--- src/rtl/bcd_seg7_pkg.sv ---
// Shared types and segment constants for the sequential binary-to-seven-segment converter.
// Segment fields are active low, bit order {g,f,e,d,c,b,a} from MSB to LSB.
package bcd_seg7_pkg;

    typedef enum logic {
        IDLE  = 1'b0,
        SHIFT = 1'b1
    } state_t;

    localparam logic [6:0] SEG_BLANK = 7'b1111111;
    localparam logic [6:0] SEG_DASH  = 7'b0111111;

    // Index n holds the pattern for decimal digit n.
    localparam logic [9:0][6:0] SEG_DIGIT = {
        7'b0010000,  // 9
        7'b0000000,  // 8
        7'b1111000,  // 7
        7'b0000010,  // 6
        7'b0010010,  // 5
        7'b0011001,  // 4
        7'b0110000,  // 3
        7'b0100100,  // 2
        7'b1111001,  // 1
        7'b1000000   // 0
    };

    // Double-dabble correction applied to every nibble before each shift.
    function automatic logic [3:0] add3(input logic [3:0] nib);
        return (nib >= 4'd5) ? nib + 4'd3 : nib;
    endfunction

endpackage

--- src/rtl/bcd_seg7_decoder.sv ---
// Combinational decoder from one BCD digit to an active-low seven-segment field.
// Codes 10..15 cannot come out of the converter but still show a dash.
module bcd_seg7_decoder
    import bcd_seg7_pkg::*;
(
    input  logic [3:0] digit,
    input  logic       blank,
    output logic [6:0] seg
);

    // NOTE: seg gets a default before any branch so no path leaves it unassigned (no latch).
    always_comb begin
        seg = SEG_DASH;
        if (blank) begin
            seg = SEG_BLANK;
        end else if (digit <= 4'd9) begin
            seg = SEG_DIGIT[digit];
        end
    end

endmodule

--- src/rtl/bcd_seg7_converter.sv ---
// Sequential binary-to-BCD converter (shift-add-3, one input bit per clock) driving
// DIGITS active-low seven-segment fields with leading-zero blanking and overflow dashes.
module bcd_seg7_converter
    import bcd_seg7_pkg::*;
#(
    parameter int IN_WIDTH      = 8,
    parameter int DIGITS        = 3,
    parameter bit BLANK_LEADING = 1'b1
) (
    input  logic                  clk,
    input  logic                  rst_n,
    input  logic                  start,
    input  logic [IN_WIDTH-1:0]   value,
    output logic                  busy,
    output logic                  done,
    output logic                  overflow,
    output logic [4*DIGITS-1:0]   bcd,
    output logic [7*DIGITS-1:0]   display
);

    localparam int BCD_W = 4 * DIGITS;
    localparam int SEG_W = 7 * DIGITS;
    localparam int CNT_W = $clog2(IN_WIDTH + 1);

    state_t              state;
    logic [IN_WIDTH-1:0] shift_reg;
    logic [BCD_W-1:0]    bcd_acc;
    logic                ovf_acc;
    logic [CNT_W-1:0]    bit_cnt;

    logic [BCD_W-1:0]    bcd_adj;
    logic [BCD_W-1:0]    bcd_next;
    logic [IN_WIDTH-1:0] shift_next;
    logic                ovf_next;
    logic [DIGITS-1:0]   blank_vec;
    logic                zero_above;
    logic [SEG_W-1:0]    seg_dec;
    logic [SEG_W-1:0]    display_next;

    // One shift-add-3 step; the MSB of the corrected top nibble is the bit lost off the top.
    always_comb begin
        bcd_adj = '0;
        for (int i = 0; i < DIGITS; i++) begin
            bcd_adj[4*i +: 4] = add3(bcd_acc[4*i +: 4]);
        end
        {bcd_next, shift_next} = {bcd_adj[BCD_W-2:0], shift_reg, 1'b0};
        ovf_next = ovf_acc | bcd_adj[BCD_W-1];
    end

    // A digit above the units is blank when it and every digit above it are zero.
    always_comb begin
        blank_vec  = '0;
        zero_above = 1'b1;
        for (int i = DIGITS - 1; i > 0; i--) begin
            zero_above   = zero_above && (bcd_next[4*i +: 4] == 4'd0);
            blank_vec[i] = BLANK_LEADING && zero_above;
        end
    end

    for (genvar g = 0; g < DIGITS; g++) begin : g_dec
        bcd_seg7_decoder u_dec (
            .digit (bcd_next[4*g +: 4]),
            .blank (blank_vec[g]),
            .seg   (seg_dec[7*g +: 7])
        );
    end

    assign display_next = ovf_next ? {DIGITS{SEG_DASH}} : seg_dec;

    // NOTE: state and datapath registers use non-blocking assignments so every register
    // samples the pre-edge values of the others, matching the hardware.
    // NOTE: the working registers are reset too; they are small and it keeps simulation X-free.
    always_ff @(posedge clk or negedge rst_n) begin
        if (!rst_n) begin
            state     <= IDLE;
            busy      <= 1'b0;
            done      <= 1'b0;
            overflow  <= 1'b0;
            bcd       <= '0;
            display   <= '1;
            shift_reg <= '0;
            bcd_acc   <= '0;
            ovf_acc   <= 1'b0;
            bit_cnt   <= '0;
        end else begin
            done <= 1'b0;
            case (state)
                IDLE: begin
                    if (start) begin
                        shift_reg <= value;
                        bcd_acc   <= '0;
                        ovf_acc   <= 1'b0;
                        bit_cnt   <= CNT_W'(IN_WIDTH);
                        busy      <= 1'b1;
                        state     <= SHIFT;
                    end
                end
                SHIFT: begin
                    shift_reg <= shift_next;
                    bcd_acc   <= bcd_next;
                    ovf_acc   <= ovf_next;
                    bit_cnt   <= bit_cnt - CNT_W'(1);
                    // Outputs change only here, so they never expose a partial result.
                    if (bit_cnt == CNT_W'(1)) begin
                        bcd      <= bcd_next;
                        display  <= display_next;
                        overflow <= ovf_next;
                        done     <= 1'b1;
                        busy     <= 1'b0;
                        state    <= IDLE;
                    end
                end
                default: state <= IDLE;
            endcase
        end
    end

endmodule
--- config.mk ---
export PLATFORM = sky130hd
export DESIGN_NAME = bcd_seg7_converter
export DESIGN_NICKNAME = d
export VERILOG_FILES = /design/src/rtl/bcd_seg7_pkg.sv /design/src/rtl/bcd_seg7_decoder.sv /design/src/rtl/bcd_seg7_converter.sv
export SDC_FILE = /design/constraint.sdc
export NUM_CORES = 1
export LEC_CHECK = 0
export CORE_MARGIN = 8
export CORE_UTILIZATION = 60
export DETAILED_ROUTE_END_ITERATION = 10
export DONT_BUFFER_PORTS = 1
export GPL_TIMING_DRIVEN = 0
export MAX_ROUTING_LAYER = met4
export PLACE_DENSITY = 0.76
export SETUP_SLACK_MARGIN = 0.4
export SLEW_MARGIN = 30
export SYNTH_ARGS = -nofsm -noshare
export SYNTH_HDL_FRONTEND = slang
export SYNTH_SLANG_ARGS = --single-unit
export TNS_END_PERCENT = 10
--- constraint.sdc ---
create_clock -name clk -period 5.5 [get_ports clk]
set_input_delay 1.1 -clock clk [delete_from_list [all_inputs] [get_ports clk]]
set_output_delay 1.1 -clock clk [all_outputs]
set_load 0.01 [all_outputs]
==> metrics.md <==
| Metric | Value |
|---|---|
| Crit-path most repeated cell | `ha_1` |
| Avg WL per Cell | `16.80 µm` |
| Setup ws final | `2.428 ns` |
| Status | `completed` |
| Io pins | `47` |
| Post-synthesis compound-gate area fraction | `20.57%` |
| Fin crit share | `55.85%` |
| Top FF cell, synth | `dfrtp_1` |
| Layout cells sized above 1 | `16.93%` |
| Post-synthesis mux area share | `3.912%` |
| Die ar. | `0.008247 mm²` |
| Peak supply drop | `301.4 µV` |
| Syn_nets | `386` |
| Die Height | `90.82 µm` |
| Resized Gates After CTS | `0` |
| Async set-or-reset flop fraction in the synthesized netlist | `100.0%` |
| Final setup viols | `0` |
| Worst-case clock buffer depth | `2` |
| Max stage delay on crit path | `0.58 ns` |
| NetSw | `1.217 mW` |
| WS Path Type | `reg -> reg` |
| Post-Syn Area | `0.003358 mm²` |
| Internal | `1.486 mW` |
| Max-slew violations | `0` |
| Post-synth cell types | `55` |
| Number of diodes | `0` |
| Vias | `2654` |
| # Post-CTS Setup Buffers | `0` |
| Synth top area share | `30.55%` |
| CP required | `5.76 ns` |
| Core Rows | `27` |
| Fin nets | `397` |
| Clock Latency Late Sink | `0.35 ns` |
| LEAKAGE | `1.603 nW` |
| Setup Skew | `0.007209 ns` |
| Post-synth top area cell | `dfrtp_1` |
| GR Overflow Total | `0` |
| Die W | `90.82 µm` |
| Largest family of logic cells by synthesized area | `compound AO/OA/AOI/OAI gates` |
| DR pass1 iterations | `4` |
| CORE AREA | `0.005473 mm²` |
| H-tree level count | `3` |
| CTS root buf | `clkbuf_8` |
| Worst R2R Start | `bcd_acc[5]$_DFFE_PN0P_` |
| Crit path DAT | `3.33 ns` |
| Gr usage total | `19.52%` |
| Vias per std cell | `5.898` |
| Biggest regs | `display (21), bcd (12), bcd_acc (12)` |
| Slew @ Worst Pin | `0.8137 ns` |
| Crit path max fanout | `8` |
| Synth Instances | `362` |
| Reg2reg setup slack | `2.43 ns` |
| CTS Buf Count | `9` |
| Crit-path slowest cell | `or4b_4` |
| Total negative slack | `0 ns` |
| Initial antenna violation count | `0` |
| Setup crit start kind | `flip-flop` |
| Sw frac | `45.02%` |
| CP endpoint kind | `flip-flop` |
| Reg with most FFs | `display` |
| Syn-to-layout area delta | `9.314%` |
| Sequential share of the synthesized area | `46.98%` |
| CP cell instances | `clkbuf_1 -> inv_1 -> ha_1 -> nand2b_1 -> nor3b_1 -> a21oi_1 -> ha_1 -> nor3_1 -> or4b_4 -> a31oi_4 -> a31oi_1` |
| Final core utilization | `67.08%` |
| FF-to-FF path depth | `11` |
| Syn. warnings | `0` |
| Fmax | `325.5 MHz` |
| Max FFs per register | `21` |
| Initial Utilization | `61.36%` |
| Final hold vios | `0` |
| Post-synthesis xor/xnor area fraction | `2.608%` |
| Sink Count | `62` |
| Final min period | `3.072 ns` |
| DRT antenna net count | `0` |
| Clock transition at path regs | `0.07 ns` |
| First-pass GRT wire length | `12.70 mm` |
| FF-to-FF End | `display[17]$_DFFE_PN1P_` |
| Avg Inst Size Synth | `9.277 µm²` |
| Largest net degree at the start of global routing | `63` |
| PD cells | `736.1 mW/mm²` |
| CTS tree | `yes` |
| Comb pwr share | `50.2%` |
| Reg power frac | `33.3%` |
| Clock network fraction of total power | `16.6%` |
| Hold slack final | `0.4406 ns` |
| Hold_buf cts | `0` |
| EDFF count, synth | `0` |
| Total wire length | `7.561 mm` |
| Port bufs | `0` |
| Iter 0 DRT Violations | `194` |
| Yosys reg bits | `62` |
| Worst slack at placement | `2.479 ns` |
| RePlAce Congestion | `0.8894` |
| DP HPWL | `5.401 mm` |
| Max-Cap Viols | `0` |
| DRC | `0` |
| Max-Slew Margin vs Limit | `44.20%` |
| Adder-cell share of the synthesized area | `4.844%` |
| Hold crit path type | `in -> async` |
| Dominant cells by area after synthesis | `dfrtp_1 (31%), dfstp_2 (16%), nand2_1 (5.9%)` |
| Vias in the first global route | `2610` |
| Post-synthesis simple-gate area fraction | `16.06%` |
| Unrepaired setup endpoints after global routing | `false` |
[Yosys cell counts, types with 3 or more instances]
library cell  instances
ha_1                 13
buf_2                 6
a31oi_1               8
o21a_1                4
dfstp_2              21
o31ai_1               5
nor3_1                4
xnor2_1              10
dfrtp_1              41
nor2_1               32
nand3_1               5
nor3b_1               3
nand2b_1              6
o22ai_1               8
a21oi_1              25
nand2_1              53
inv_1                14
a21oi_2               3
mux2i_1              12
clkbuf_1             12
o21ai_0              32
[power by group through the flow]
| stage | Combinational [mW] | Clock, mW | Sequential (mW) |
|---|---|---|---|
| 2_1_floorplan | 1.07 | 0 | 0.862 |
| 3_3_place_gp | 1.29 | 0 | 0.902 |
| 3_5_place_dp | 1.33 | 0 | 0.913 |
| 4_1_cts | 1.34 | 0.452 | 0.905 |
| 5_1_grt | 1.52 | 0.472 | 0.928 |
| 6_report | 1.36 | 0.448 | 0.899 |
[metrics by stage]
step	cells	instance area [µm²]	power, mW
6_report	450	3671	2.702
5_1_grt	450	3671	2.916
4_1_cts	450	3671	2.700
3_5_place_dp	434	3448	2.245
3_3_place_gp	434	3448	2.189
2_1_floorplan	362	3358	1.932
[cell usage in the layout, fill, tap and decap left out, types with 2 or more instances in the layout]
cell / count
or3b_2: 2
clkbuf_1: 12
inv_1: 14
clkbuf_8: 10
inv_2: 2
clkinvlp_4: 2
xnor2_1: 10
dfstp_2: 21
a31oi_1: 8
mux2i_1: 12
nor3_1: 4
nand2b_1: 6
a21oi_1: 25
a31o_2: 2
ha_1: 13
o22ai_1: 8
nand3_1: 5
nor2_1: 32
buf_2: 6
o31ai_1: 5
o21ai_1: 2
o21ai_0: 32
bufinv_16: 2
a211oi_1: 2
a21oi_2: 3
dfrtp_1: 41
o21a_1: 4
nand2_1: 53
nor3b_1: 3
a21o_1: 2
clkinv_2: 2
a32o_1: 2
and3_1: 2
and2_1: 2
buf_4: 2
o311ai_0: 2
[per-layer routing]
metal  global-route usage, %  share of wire, %  vias up
met1                   24.07                47     1268
met2                   28.68                44       83
met3                   7.232               7.0       12
met5                       -                 0        -
li1                        -                 -     1291
met4                   6.958               1.8        0
[logic make-up after synthesis]
logic type	after synthesis
buffers and inverters	39
adder cells (fa/ha/maj)	13
AND/OR/NAND/NOR	117
multiplexers	13
AO/OA/AOI/OAI	108
XOR/XNOR	10
flip-flops	62
[critical path: cells and delay by family (launching register included)]
family                     cells  cell delay [ns]
AOI/OAI and AO/OA              3             0.80
adders and majority gates      2             0.49
buffers and inverters          2             0.39
DFF                            1             0.32
and+or+nand+nor                4             1.00
[area by class of cell]
| cell class | count | area, µm² |
|---|---|---|
| Buffer | 22 | 105.1 |
| Multi-Input combinational cell | 261 | 1612 |
| Inverter | 17 | 63.81 |
| Clock inverter | 6 | 85.08 |
| Fill cell | 437 | 1802 |
| Clock buffer | 10 | 137.6 |
| Tap cell | 72 | 90.09 |
| Sequential cell | 62 | 1578 |
[worst max-delay path by stage]
stage                           start                       to  slack (ns)
2_1_floorplan  bcd_acc[4]$_DFFE_PN0P_  display[17]$_DFFE_PN1P_        2.84
3_5_place_dp   bcd_acc[5]$_DFFE_PN0P_  display[16]$_DFFE_PN1P_        2.48
5_1_grt        bcd_acc[5]$_DFFE_PN0P_  display[16]$_DFFE_PN1P_        2.17
6_report       bcd_acc[5]$_DFFE_PN0P_  display[17]$_DFFE_PN1P_        2.43
4_1_cts        bcd_acc[5]$_DFFE_PN0P_  display[17]$_DFFE_PN1P_        2.44
3_3_place_gp   bcd_acc[5]$_DFFE_PN0P_  display[16]$_DFFE_PN1P_        2.47
Note: power is estimated with default switching activity, not from simulation.
